`config.mk`:
```
export PLATFORM = sky130hd
export DESIGN_NAME = pacman_map_writer_flat
export DESIGN_NICKNAME = d
export VERILOG_FILES = /design/src/rtl/pacman_map_writer_pkg.sv /design/src/rtl/pacman_map_writer_if.sv /design/src/rtl/pacman_map_writer_addr_gen.sv /design/src/rtl/pacman_map_writer.sv /design/src/flat_wrapper.sv
export SDC_FILE = /design/constraint.sdc
export NUM_CORES = 1
export LEC_CHECK = 0
export CORE_ASPECT_RATIO = 1.4
export CORE_UTILIZATION = 62
export CTS_CLUSTER_DIAMETER = 60
export DETAILED_ROUTE_END_ITERATION = 7
export DONT_BUFFER_PORTS = 1
export GPL_ROUTABILITY_DRIVEN = 0
export PLACE_DENSITY = 0.8
export SKIP_LAST_GASP = 1
export SLEW_MARGIN = 0
export SYNTH_ARGS = -nofsm -noshare
export SYNTH_HDL_FRONTEND = slang
export SYNTH_SLANG_ARGS = --single-unit
```
`constraint.sdc`:
```
create_clock -name CLOCK_50 -period 3.78 [get_ports CLOCK_50]
set_clock_uncertainty 0.2 [all_clocks]
set_input_delay 0.567 -clock CLOCK_50 [delete_from_list [all_inputs] [get_ports CLOCK_50]]
set_output_delay 0.567 -clock CLOCK_50 [all_outputs]
set_load 0.05 [all_outputs]
```
`src/rtl/pacman_map_writer_pkg.sv`:
```
// Shared tile codes, map geometry defaults and writer state type for the pacman map writer.
// Also holds the map bounds check, so the range test and the address generator agree.
package pacman_pkg;

    localparam logic [3:0] TILE_EMPTY  = 4'd0;
    localparam logic [3:0] TILE_WALL   = 4'd1;
    localparam logic [3:0] TILE_PILL   = 4'd2;
    localparam logic [3:0] TILE_PACMAN = 4'd3;

    localparam int MAP_W_DEF = 40;
    localparam int MAP_H_DEF = 30;

    typedef enum logic [2:0] {
        ST_INIT,
        ST_IDLE,
        ST_ERASE,
        ST_WRITE,
        ST_DONE,
        ST_ERR
    } wr_state_t;

    function automatic logic coord_ok(input logic [5:0] x, input logic [4:0] y,
                                      input int map_w, input int map_h);
        return (int'(x) < map_w) && (int'(y) < map_h);
    endfunction

endpackage

```
`src/rtl/pacman_map_writer_if.sv`:
```
// Coordinate inputs from the location controller and the RAM write port of the map writer.
// master drives coordinates and vblank; slave is the writer.
interface pacman_map_writer_if #(
    parameter int ADDR_W = 11
);
    logic [5:0]        curr_pacman_x;
    logic [4:0]        curr_pacman_y;
    logic [5:0]        next_pacman_x;
    logic [4:0]        next_pacman_y;
    logic              vblank;
    logic              wr_en;
    logic [ADDR_W-1:0] wr_addr;
    logic [3:0]        wr_data;
    logic              done;
    logic              busy;
    logic              oob_err;

    modport master (
        output curr_pacman_x, curr_pacman_y, next_pacman_x, next_pacman_y, vblank,
        input  wr_en, wr_addr, wr_data, done, busy, oob_err
    );

    modport slave (
        input  curr_pacman_x, curr_pacman_y, next_pacman_x, next_pacman_y, vblank,
        output wr_en, wr_addr, wr_data, done, busy, oob_err
    );
endinterface

```
`src/rtl/pacman_map_writer_addr_gen.sv`:
```
// Purpose: map cell address y*MAP_W + x plus in-range flag.
// Latency: combinational. Backpressure: none.
module map_addr_gen
    import pacman_pkg::*;
#(
    parameter int MAP_W  = MAP_W_DEF,
    parameter int MAP_H  = MAP_H_DEF,
    parameter int ADDR_W = 11
) (
    input  logic [5:0]        i_x,
    input  logic [4:0]        i_y,
    output logic [ADDR_W-1:0] o_addr,
    output logic              o_in_range
);
    logic [ADDR_W-1:0] w_x;
    logic [ADDR_W-1:0] w_y;

    assign w_x = ADDR_W'(i_x);
    assign w_y = ADDR_W'(i_y);

    generate
        if (MAP_W == 40) begin : g_shift_add
            // 40 = 32 + 8
            assign o_addr = (w_y << 5) + (w_y << 3) + w_x;
        end else begin : g_mul
            assign o_addr = w_y * ADDR_W'(MAP_W) + w_x;
        end
    endgenerate

    assign o_in_range = coord_ok(i_x, i_y, MAP_W, MAP_H);
endmodule

```
`src/rtl/pacman_map_writer.sv`:
```
// Purpose: commit pacman moves to map RAM (erase curr, write next, pulse done); PACMAN_MAP_WR_VBLANK_EN gates strobes to vblank.
// Latency: req in IDLE -> erase strobe +1, write strobe +2, done +3 (vblank build: strobes wait for vblank).
// Backpressure: none; inputs are latched on req and ignored until the sequence returns to IDLE.
module pacman_map_writer
    import pacman_pkg::*;
#(
    parameter int MAP_W  = MAP_W_DEF,
    parameter int MAP_H  = MAP_H_DEF,
    parameter int ADDR_W = 11
) (
    input  logic                 CLOCK_50,
    input  logic                 reset,
    pacman_map_writer_if.slave   bus
);
    wr_state_t         r_state;
    logic              r_wr_en;
    logic [ADDR_W-1:0] r_wr_addr;
    logic [3:0]        r_wr_data;
    logic              r_done;
    logic              r_busy;
    logic              r_oob_err;
    logic [5:0]        r_cx, r_nx;
    logic [4:0]        r_cy, r_ny;

    logic              w_live, w_sel_next, w_req, w_next_ok, w_addr_ok, w_vb;
    logic [5:0]        w_ax;
    logic [4:0]        w_ay;
    logic [ADDR_W-1:0] w_addr;

`ifdef PACMAN_MAP_WR_VBLANK_EN
    assign w_vb       = bus.vblank;
    assign w_sel_next = (r_state == ST_WRITE);
`else
    logic w_vblank_unused;
    assign w_vblank_unused = bus.vblank;
    assign w_vb            = 1'b1;
    assign w_sel_next      = (r_state == ST_ERASE);
`endif

    // In INIT/IDLE the address comes straight from the inputs, since the latch happens on this same edge.
    assign w_live = (r_state == ST_INIT) || (r_state == ST_IDLE);
    assign w_ax   = w_live ? bus.curr_pacman_x : (w_sel_next ? r_nx : r_cx);
    assign w_ay   = w_live ? bus.curr_pacman_y : (w_sel_next ? r_ny : r_cy);

    assign w_req     = {bus.next_pacman_x, bus.next_pacman_y} != {bus.curr_pacman_x, bus.curr_pacman_y};
    assign w_next_ok = coord_ok(bus.next_pacman_x, bus.next_pacman_y, MAP_W, MAP_H);

    map_addr_gen #(.MAP_W(MAP_W), .MAP_H(MAP_H), .ADDR_W(ADDR_W)) u_addr_gen (
        .i_x        (w_ax),
        .i_y        (w_ay),
        .o_addr     (w_addr),
        .o_in_range (w_addr_ok)
    );

    always_ff @(posedge CLOCK_50) begin
        if (reset) begin
            r_state   <= ST_INIT;
            r_wr_en   <= 1'b0;
            r_wr_addr <= '0;
            r_wr_data <= TILE_EMPTY;
            r_done    <= 1'b0;
            r_busy    <= 1'b1;
            r_oob_err <= 1'b0;
            r_cx      <= '0;
            r_cy      <= '0;
            r_nx      <= '0;
            r_ny      <= '0;
        end else begin
            r_wr_en <= 1'b0;
            r_done  <= 1'b0;
            case (r_state)
                ST_INIT: begin
                    if (w_vb) begin
                        if (w_addr_ok) begin
                            r_wr_en   <= 1'b1;
                            r_wr_addr <= w_addr;
                            r_wr_data <= TILE_PACMAN;
                            r_busy    <= 1'b0;
                            r_state   <= ST_IDLE;
                        end else begin
                            r_oob_err <= 1'b1;
                            r_state   <= ST_ERR;
                        end
                    end
                end
                ST_IDLE: begin
                    if (w_req) begin
                        r_cx   <= bus.curr_pacman_x;
                        r_cy   <= bus.curr_pacman_y;
                        r_nx   <= bus.next_pacman_x;
                        r_ny   <= bus.next_pacman_y;
                        r_busy <= 1'b1;
                        if (!(w_addr_ok && w_next_ok)) begin
                            r_oob_err <= 1'b1;
                            r_state   <= ST_ERR;
                        end else begin
                            r_state <= ST_ERASE;
`ifndef PACMAN_MAP_WR_VBLANK_EN
                            r_wr_en   <= 1'b1;
                            r_wr_addr <= w_addr;
                            r_wr_data <= TILE_EMPTY;
`endif
                        end
                    end
                end
`ifdef PACMAN_MAP_WR_VBLANK_EN
                ST_ERASE: if (w_vb) begin
                    r_wr_en   <= 1'b1;
                    r_wr_addr <= w_addr;
                    r_wr_data <= TILE_EMPTY;
                    r_state   <= ST_WRITE;
                end
                ST_WRITE: if (w_vb) begin
                    r_wr_en   <= 1'b1;
                    r_wr_addr <= w_addr;
                    r_wr_data <= TILE_PACMAN;
                    r_state   <= ST_DONE;
                end
                ST_DONE: begin
                    r_done  <= 1'b1;
                    r_busy  <= 1'b0;
                    r_state <= ST_IDLE;
                end
`else
                ST_ERASE: begin
                    r_wr_en   <= 1'b1;
                    r_wr_addr <= w_addr;
                    r_wr_data <= TILE_PACMAN;
                    r_state   <= ST_WRITE;
                end
                ST_WRITE: begin
                    r_done  <= 1'b1;
                    r_state <= ST_DONE;
                end
                ST_DONE: begin
                    r_busy  <= 1'b0;
                    r_state <= ST_IDLE;
                end
`endif
                ST_ERR:  r_state <= ST_ERR;
                default: r_state <= ST_INIT;
            endcase
        end
    end

    assign bus.wr_en   = r_wr_en;
    assign bus.wr_addr = r_wr_addr;
    assign bus.wr_data = r_wr_data;
    assign bus.done    = r_done;
    assign bus.busy    = r_busy;
    assign bus.oob_err = r_oob_err;
endmodule

```
`src/flat_wrapper.sv`:
```
// flat-port wrapper written by rule: the top's interface ports become plain ports
module pacman_map_writer_flat import pacman_pkg::*;
#(
    parameter int MAP_W  = MAP_W_DEF,
    parameter int MAP_H  = MAP_H_DEF,
    parameter int ADDR_W = 11
)
  (CLOCK_50, reset, bus_curr_pacman_x, bus_curr_pacman_y, bus_next_pacman_x, bus_next_pacman_y, bus_vblank, bus_wr_en, bus_wr_addr, bus_wr_data, bus_done, bus_busy, bus_oob_err);
  pacman_map_writer_if #(.ADDR_W(ADDR_W)) bus_i ();
  input  logic CLOCK_50;
  input  logic reset;
  input wire logic [$bits(bus_i.curr_pacman_x)-1:0] bus_curr_pacman_x;
  input wire logic [$bits(bus_i.curr_pacman_y)-1:0] bus_curr_pacman_y;
  input wire logic [$bits(bus_i.next_pacman_x)-1:0] bus_next_pacman_x;
  input wire logic [$bits(bus_i.next_pacman_y)-1:0] bus_next_pacman_y;
  input wire logic [$bits(bus_i.vblank)-1:0] bus_vblank;
  output wire logic [$bits(bus_i.wr_en)-1:0] bus_wr_en;
  output wire logic [$bits(bus_i.wr_addr)-1:0] bus_wr_addr;
  output wire logic [$bits(bus_i.wr_data)-1:0] bus_wr_data;
  output wire logic [$bits(bus_i.done)-1:0] bus_done;
  output wire logic [$bits(bus_i.busy)-1:0] bus_busy;
  output wire logic [$bits(bus_i.oob_err)-1:0] bus_oob_err;
  assign bus_i.curr_pacman_x = bus_curr_pacman_x;
  assign bus_i.curr_pacman_y = bus_curr_pacman_y;
  assign bus_i.next_pacman_x = bus_next_pacman_x;
  assign bus_i.next_pacman_y = bus_next_pacman_y;
  assign bus_i.vblank = bus_vblank;
  assign bus_wr_en = bus_i.wr_en;
  assign bus_wr_addr = bus_i.wr_addr;
  assign bus_wr_data = bus_i.wr_data;
  assign bus_done = bus_i.done;
  assign bus_busy = bus_i.busy;
  assign bus_oob_err = bus_i.oob_err;
  pacman_map_writer #(.MAP_W(MAP_W), .MAP_H(MAP_H), .ADDR_W(ADDR_W)) u_core (.CLOCK_50(CLOCK_50), .reset(reset), .bus(bus_i));
endmodule
```
# Word level (Yosys, flattened, before mapping)
# Cells that the tools add are included.
# W data, S select, Z words.
[word_totals] elab_cells=68 input_bits=25 memories=0 reg_bits=44 mem_bits_rw=0 romBits=0 latch_bits=0 out_inout_bits=19
[op_classes] reduce_logical=12 shifts=0 n_div=0 n_lt_le_gt_ge=4 add_sub_neg=2 n_eq_ne=11 n_mux=28 bitwise_logic=0 multipliers=0
[ops] op="$mux W11" count=3
[ops] op="$pmux W11 S3" count=1
[ops] op="$pmux W3 S6" count=1
[ops] op="$lt A6 B6 Y1 const B" count=2
[ops] op="$mux W4" count=3
[ops] op="$mux W6" count=2
[ops] op="$pmux W4 S3" count=1
[ops] op="$add A10 B8 Y11" count=1
[ops] op="$add A11 B6 Y11" count=1
[ops] op="$ne A11 B11 Y1" count=1
[ops] op="$lt A5 B5 Y1 const B" count=2
[ops] op="$mux W5" count=2
[ops] op="$mux W1" count=9
[ops] op="$mux W3" count=3
[ops] op="$reduce_and A4 Y1" count=2
[ops] op="$eq A3 B2 Y1 const B" count=2
[ops] op="$eq A3 B3 Y1 const B" count=2
[ops] op="$ne A2 B2 Y1 const B" count=3
[ops] op="$pmux W1 S3" count=2
[ops] op="$reduce_bool A3 Y1" count=2
[ops] op="$ne A2 B1 Y1 const B" count=2
[ops] op="$eq A3 B1 Y1 const B" count=1
[ops] op="$logic_and A1 B1 Y1" count=3
[ops] op="$logic_not A3 Y1" count=1
[ops] op="5 further kinds" count=5

# Longest topological paths before layout
# Gate-level depths: netlist of the first run.
[depth] word_depth=9 ltp_mapped=14 depth_no_buf=13

# Modules after synthesis
# A second synthesis of the first run with hierarchy kept.
[hier_totals] cells_unflattened=262 area_unflattened_um2=2428.6
[by_module_without_submodules] mod="pacman_map_writer" instances=1 cells_each=220 seq_area_each_um2=820.8 area_per_inst_um2=2090.8
[by_module_without_submodules] mod="map_addr_gen" instances=1 cells_each=42 seq_area_each_um2=0.0 area_per_inst_um2=337.8

# Least setup slack after synthesis of the first run
# Ideal clock, no wire load.
[synth_timing] kind="register to register" startpoint="register u_core.r_state[2]" endpoint="register u_core.r_wr_addr[9] (netlist: u_core.bus.wr_addr[9])" path_buffers=3 setup_ns=0.121 slack_ns=0.467 synth_period_minus_slack_ns=3.313 arrival_ns=2.992 path_stages_with_launch=15 t_required_ns=3.459 path_cell_list="dfxtp_1 buf_6 clkbuf_1 clkbuf_1 o22a_1 inv_1 fa_1 inv_1 ha_1 a211oi_1 o21bai_1 a21oi_1 xnor2_1 nor2_1 mux2_2"
[synth_between] elab_chain_len=8 elab_cells_between_ends=23 cone_classes="add/sub: 2; order compare: 2; eq/ne: 5; mux: 8; reduce/logical: 6"
[synth_rtl] element="start, declared" line="pacman_map_writer.sv:15" text="wr_state_t r_state;"
[synth_rtl] element="start signal, assigned" line="pacman_map_writer.sv:57" text="r_state <= ST_INIT;"
[synth_rtl] element="start signal, assigned" line="pacman_map_writer.sv:79" text="r_state <= ST_IDLE;"
[synth_rtl] element="start signal, assigned" line="pacman_map_writer.sv:82" text="r_state <= ST_ERR;"
[synth_rtl] element="$eq A3 B2 Y1 (tied with other cells)" line="pacman_map_writer.sv:37, pacman_map_writer.sv:71"
[synth_rtl] element="$mux W5 (tied with other cells)" line="pacman_map_writer.sv:43" text="assign w_ay = w_live ? bus.curr_pacman_y : (w_sel_next ? r_ny : r_cy);"
[synth_rtl] element="$mux W5 or $mux W6 (tied branches)" line="pacman_map_writer.sv:43, pacman_map_writer.sv:42"
[synth_rtl] element="$add A10 B8 Y11 (tied with other cells)" line="pacman_map_writer_addr_gen.sv:24" text="assign o_addr = (w_y << 5) + (w_y << 3) + w_x;"
[synth_rtl] element="$add A11 B6 Y11 or $logic_and A1 B1 Y1 (tied branches)" line="pacman_map_writer_addr_gen.sv:24, pacman_map_writer_pkg.sv:24"
[synth_rtl] element="$mux W11 or $logic_and A1 B1 Y1 (tied branches)" line="pacman_map_writer.sv:93" text="if (!(w_addr_ok && w_next_ok)) begin"
[synth_rtl] element="$mux W11 or $ne A2 B2 Y1 (tied branches)"
[synth_rtl] element="$pmux W11 S3 or $reduce_and A4 Y1 (tied branches)"
[synth_rtl] element="end signal, assigned" line="pacman_map_writer.sv:76" text="r_wr_addr <= w_addr;"
[synth_rtl] element="end signal, assigned" line="pacman_map_writer.sv:100" text="r_wr_addr <= w_addr;"
[synth_rtl] element="end signal, assigned" line="pacman_map_writer.sv:127" text="r_wr_addr <= w_addr;"
[synth_rtl] element="end, declared" line="pacman_map_writer.sv:17" text="logic [ADDR_W-1:0] r_wr_addr;"
# Parallel ways exist; a longest one is shown, timed or not. The select of a mux whose other input is x is not followed.
# A chain may end at the register's enable or synchronous reset.

# Worst setup path in the final report of the first run
[layout_timing] startpoint="register u_core.r_state[1]" endpoint="register u_core.r_wr_addr[9] (netlist: u_core.bus.wr_addr[9])"
# Same word-level chain as after synthesis.

==> results of run 1 <==
## state kept, by name (all words and copies together), names as in the netlist
signal	count
u_core.bus.busy	1
u_core.bus.done	1
u_core.bus.oob_err	1
u_core.bus.wr_addr	11
u_core.bus.wr_data	1
u_core.bus.wr_en	1
u_core.r_cx	6
u_core.r_cy	5
u_core.r_nx	6
u_core.r_ny	5
u_core.r_state	3
## worst min path at each step
stage | startpoint | endpoint | slack, ps | depth (start not counted)
floorplan | u_core.r_ny[4] | u_core.r_ny[4] | 250 | 2
global placement | u_core.r_cx[2] | u_core.r_cx[2] | 270 | 2
detailed placement | u_core.r_nx[5] | u_core.r_nx[5] | 280 | 2
CTS | reset | u_core.bus.wr_data[0] | 120 | 1
global route | reset | u_core.bus.wr_data[0] | 110 | 1
finish | reset | u_core.bus.wr_data[0] | 120 | 1
## cell families after synthesis
kind of cell    share of synthesized area (%)
compound gates                           13.1
xor+xnor                                 4.69
fa+ha+maj                                6.29
buf+inv                                  6.08
flops                                    33.8
mux                                      14.9
other cells                             0.154
simple gates                             20.9
## synth_stat cells, types with 4 or more instances
cell and number:
or4b_1 6, nor3_1 8, or3_1 7, o22a_1 6, nor2b_1 11, dfxtp_1 41, clkbuf_1 8, xnor2_1 13
mux2i_1 25, buf_4 4, mux2_4 6, ha_1 9, inv_1 11, o21ai_0 5, nand2b_1 9, buf_2 4
nor2_1 32
## area by class of cell
| type | count | area share [%] |
|---|---|---|
| clock buffer | 5 | 2.72 |
| clock inverter | 3 | 0.692 |
| inverter | 11 | 1.63 |
| multi-input combinational | 186 | 57.8 |
| sequential | 41 | 32.4 |
| tap | 42 | 2.08 |
| timing repair buffer | 9 | 2.67 |
## stage by stage
step | utilization [%] | instances | setup WS, ps
2_1_floorplan | - | 257 | 467
3_3_place_gp | 65.9 | 289 | 352
3_5_place_dp | 65.9 | 289 | 348
6_report | 68.3 | 297 | 339
5_1_grt | 68.3 | 297 | 104
4_1_cts | 68.3 | 297 | 335
## metal layers
| layer | up-vias | share of wire (%) | track usage [%] |
|---|---|---|---|
| li1 | 890 | - | - |
| met1 | 857 | 43 | 28.5 |
| met2 | 39 | 51 | 39.3 |
| met3 | 14 | 3.6 | 5.39 |
| met4 | 0 | 2.8 | 13.1 |
| met5 | - | 0 | 0 |
## power by group
part           internal [W]  switching (W)  leakage [nW]  total [W]
Clock              0.000127       0.000160        0.0439   0.000288
Combinational      0.000733       0.000727         0.633    0.00146
Sequential         0.000560       0.000321         0.338   0.000881
Total               0.00142        0.00121          1.01    0.00263
==> results.toml, run 1 <==
[layout]
postLayoutCellArea_um2 = 2530
most-common-layout-cells = "41 x dfxtp_1, 32 x nor2_1, 25 x mux2i_1"
area.growth.synth_to_final_pct = 4.28
layout_commonest_cell = "dfxtp_1"
area.sequential_um2 = 821
drive_above_1_share_pct = 13.7
diodes_inserted = 0
nFillCells = 331
multi_input_area_um2 = 1460
final_net_count = 290

[critical_path]
endpoint_of_the_most_critical_register_to_register_path = "u_core.bus.wr_addr[9]"
crit_path_cell_trace = "or4b_1 -> o211ai_1 -> fa_1 -> inv_1 -> ha_1 -> a211oi_1 -> o21bai_1 -> a21oi_1 -> xnor2_1 -> nor2_1 -> mux2_2"
cp_data_arrival_time_ps = 3440
critical-path-max-stage-delay_ps = 600
critical_path.max_fanout = 17
r2r_slack_ps = 340
worst-setup-path-type = "reg -> reg"
worstReg2RegStart = "u_core.r_state[1]"
worstPathRequired_ps = 3780
timing.critical_path.to = "u_core.bus.wr_addr[9]"
cp_top_family = "compound AO/OA/AOI/OAI gates"
worstSetupPathDepth = 11
cp-end-kind = "flop"
startpoint = "u_core.r_state[1]"
buffering_stage_count_on_the_worst_path_with_inverters_included = 1
reg2regPathDepth = 11
worst_setup_path_start_kind = "flop"
crit_slowest_cell = "dfxtp_1"

[sta]
final_clock_period_utilization_by_the_worst_path_pct = 91.0
finalHoldWorstSlack_ps = 123
finalSetupViolCount = 0
max_fclk_ghz = 0.291
final.min_clock_period_ps = 3440
measured_slew_at_the_worst_slew_check_pin_ps = 967
relSlewSlack_pct = 35.4
grt_setup_unrepaired = "false"
fin_tns_setup_ps = 0
finalMaxSlewViolations = 0
finalHoldViolCount = 0

[flow_run]
cap_viol_max_count = 0

[synthesis]
ys_types = 51
syn_area_um2 = 2430
post_synth.cell_area_avg_um2 = 9.48
predominant_post_synthesis_flop_cell = "dfxtp_1"
register_bit_count_reported_by_yosys = 41
area_contributors_post_synth = "dfxtp_1 34%, mux2i_1 10%, nor2_1 4.9%"
yosys_warnings = 0
fraction_of_registers_with_async_set_or_reset_after_synthesis_pct = 0
post-synth-top-area-cell = "dfxtp_1"
synth-edff-count = 0
synth_sequential_area_ratio_pct = 33.8
synth_top_cell_area_share_pct = 33.8
netlist_instances = 256

[floorplan]
chipHeight_um = 76.0
total_die_area_um2 = 4170
io-pin-count = 44
fp-row-count = 26
fp.coreArea_um2 = 3710
floorplan.initialDensity_pct = 65.5
die_span_x_um = 54.9

[routing]
wire_per_inst_um = 16.3
route.detailed.drc = 0
num_vias = 1800
drt.antenna.violating_nets = 0
route.final.wire_length_um = 4840
drt_pre_antenna_iters = 4
drt_iter0_markers = 53
avgViaCountPerCell = 6.06

[power]
power_w = 0.00263
power_per_cell_area_nw_per_um2 = 1040
ir_worst_vdd_uv = 709
cellLeakagePower_nw = 1.01

[place]
half_perimeter_wire_length_of_the_detailed_placement_result_um = 3530
placement.cell_area_um2 = 2440
port_buffers = 0

[global_routing]
grt_util_all_layers_pct = 24.4
grt_pass1_wl_um = 7480
grt_antenna_before_repair = 0
gr-total-overflow = 0
via_count_of_the_first_global_routing_pass = 1693
grt_max_degree = 52

[clock_network]
clk_path_buf_depth = 2
clk-insertion-delay-late_ps = 300
ctsHoldBuffers = 0
cts_sinks = 41
ctsResizeCount = 0
postCtsSetupRepairBufs = 0
cts.root.buffer_cell = "clkbuf_8"
ctsHtreeMaxLevel = 2
tritoncts.num_buffers = 5
tritoncts_clock_tree = "done"
cts.reportedPaths.clkPinSlew_ps = 80

[min_path]
timing.hold.worst.class = "in -> reg"

[status]
outcome = "complete, no violations"
(Power assumes the default switching activity.)
==> run 2, diff against run 1 <==
- ABC_CLOCK_PERIOD_IN_PS: not set -> 3780
==> results of run 2 <==
No change in the layout: final DEF, timing and power equal those of run 1.
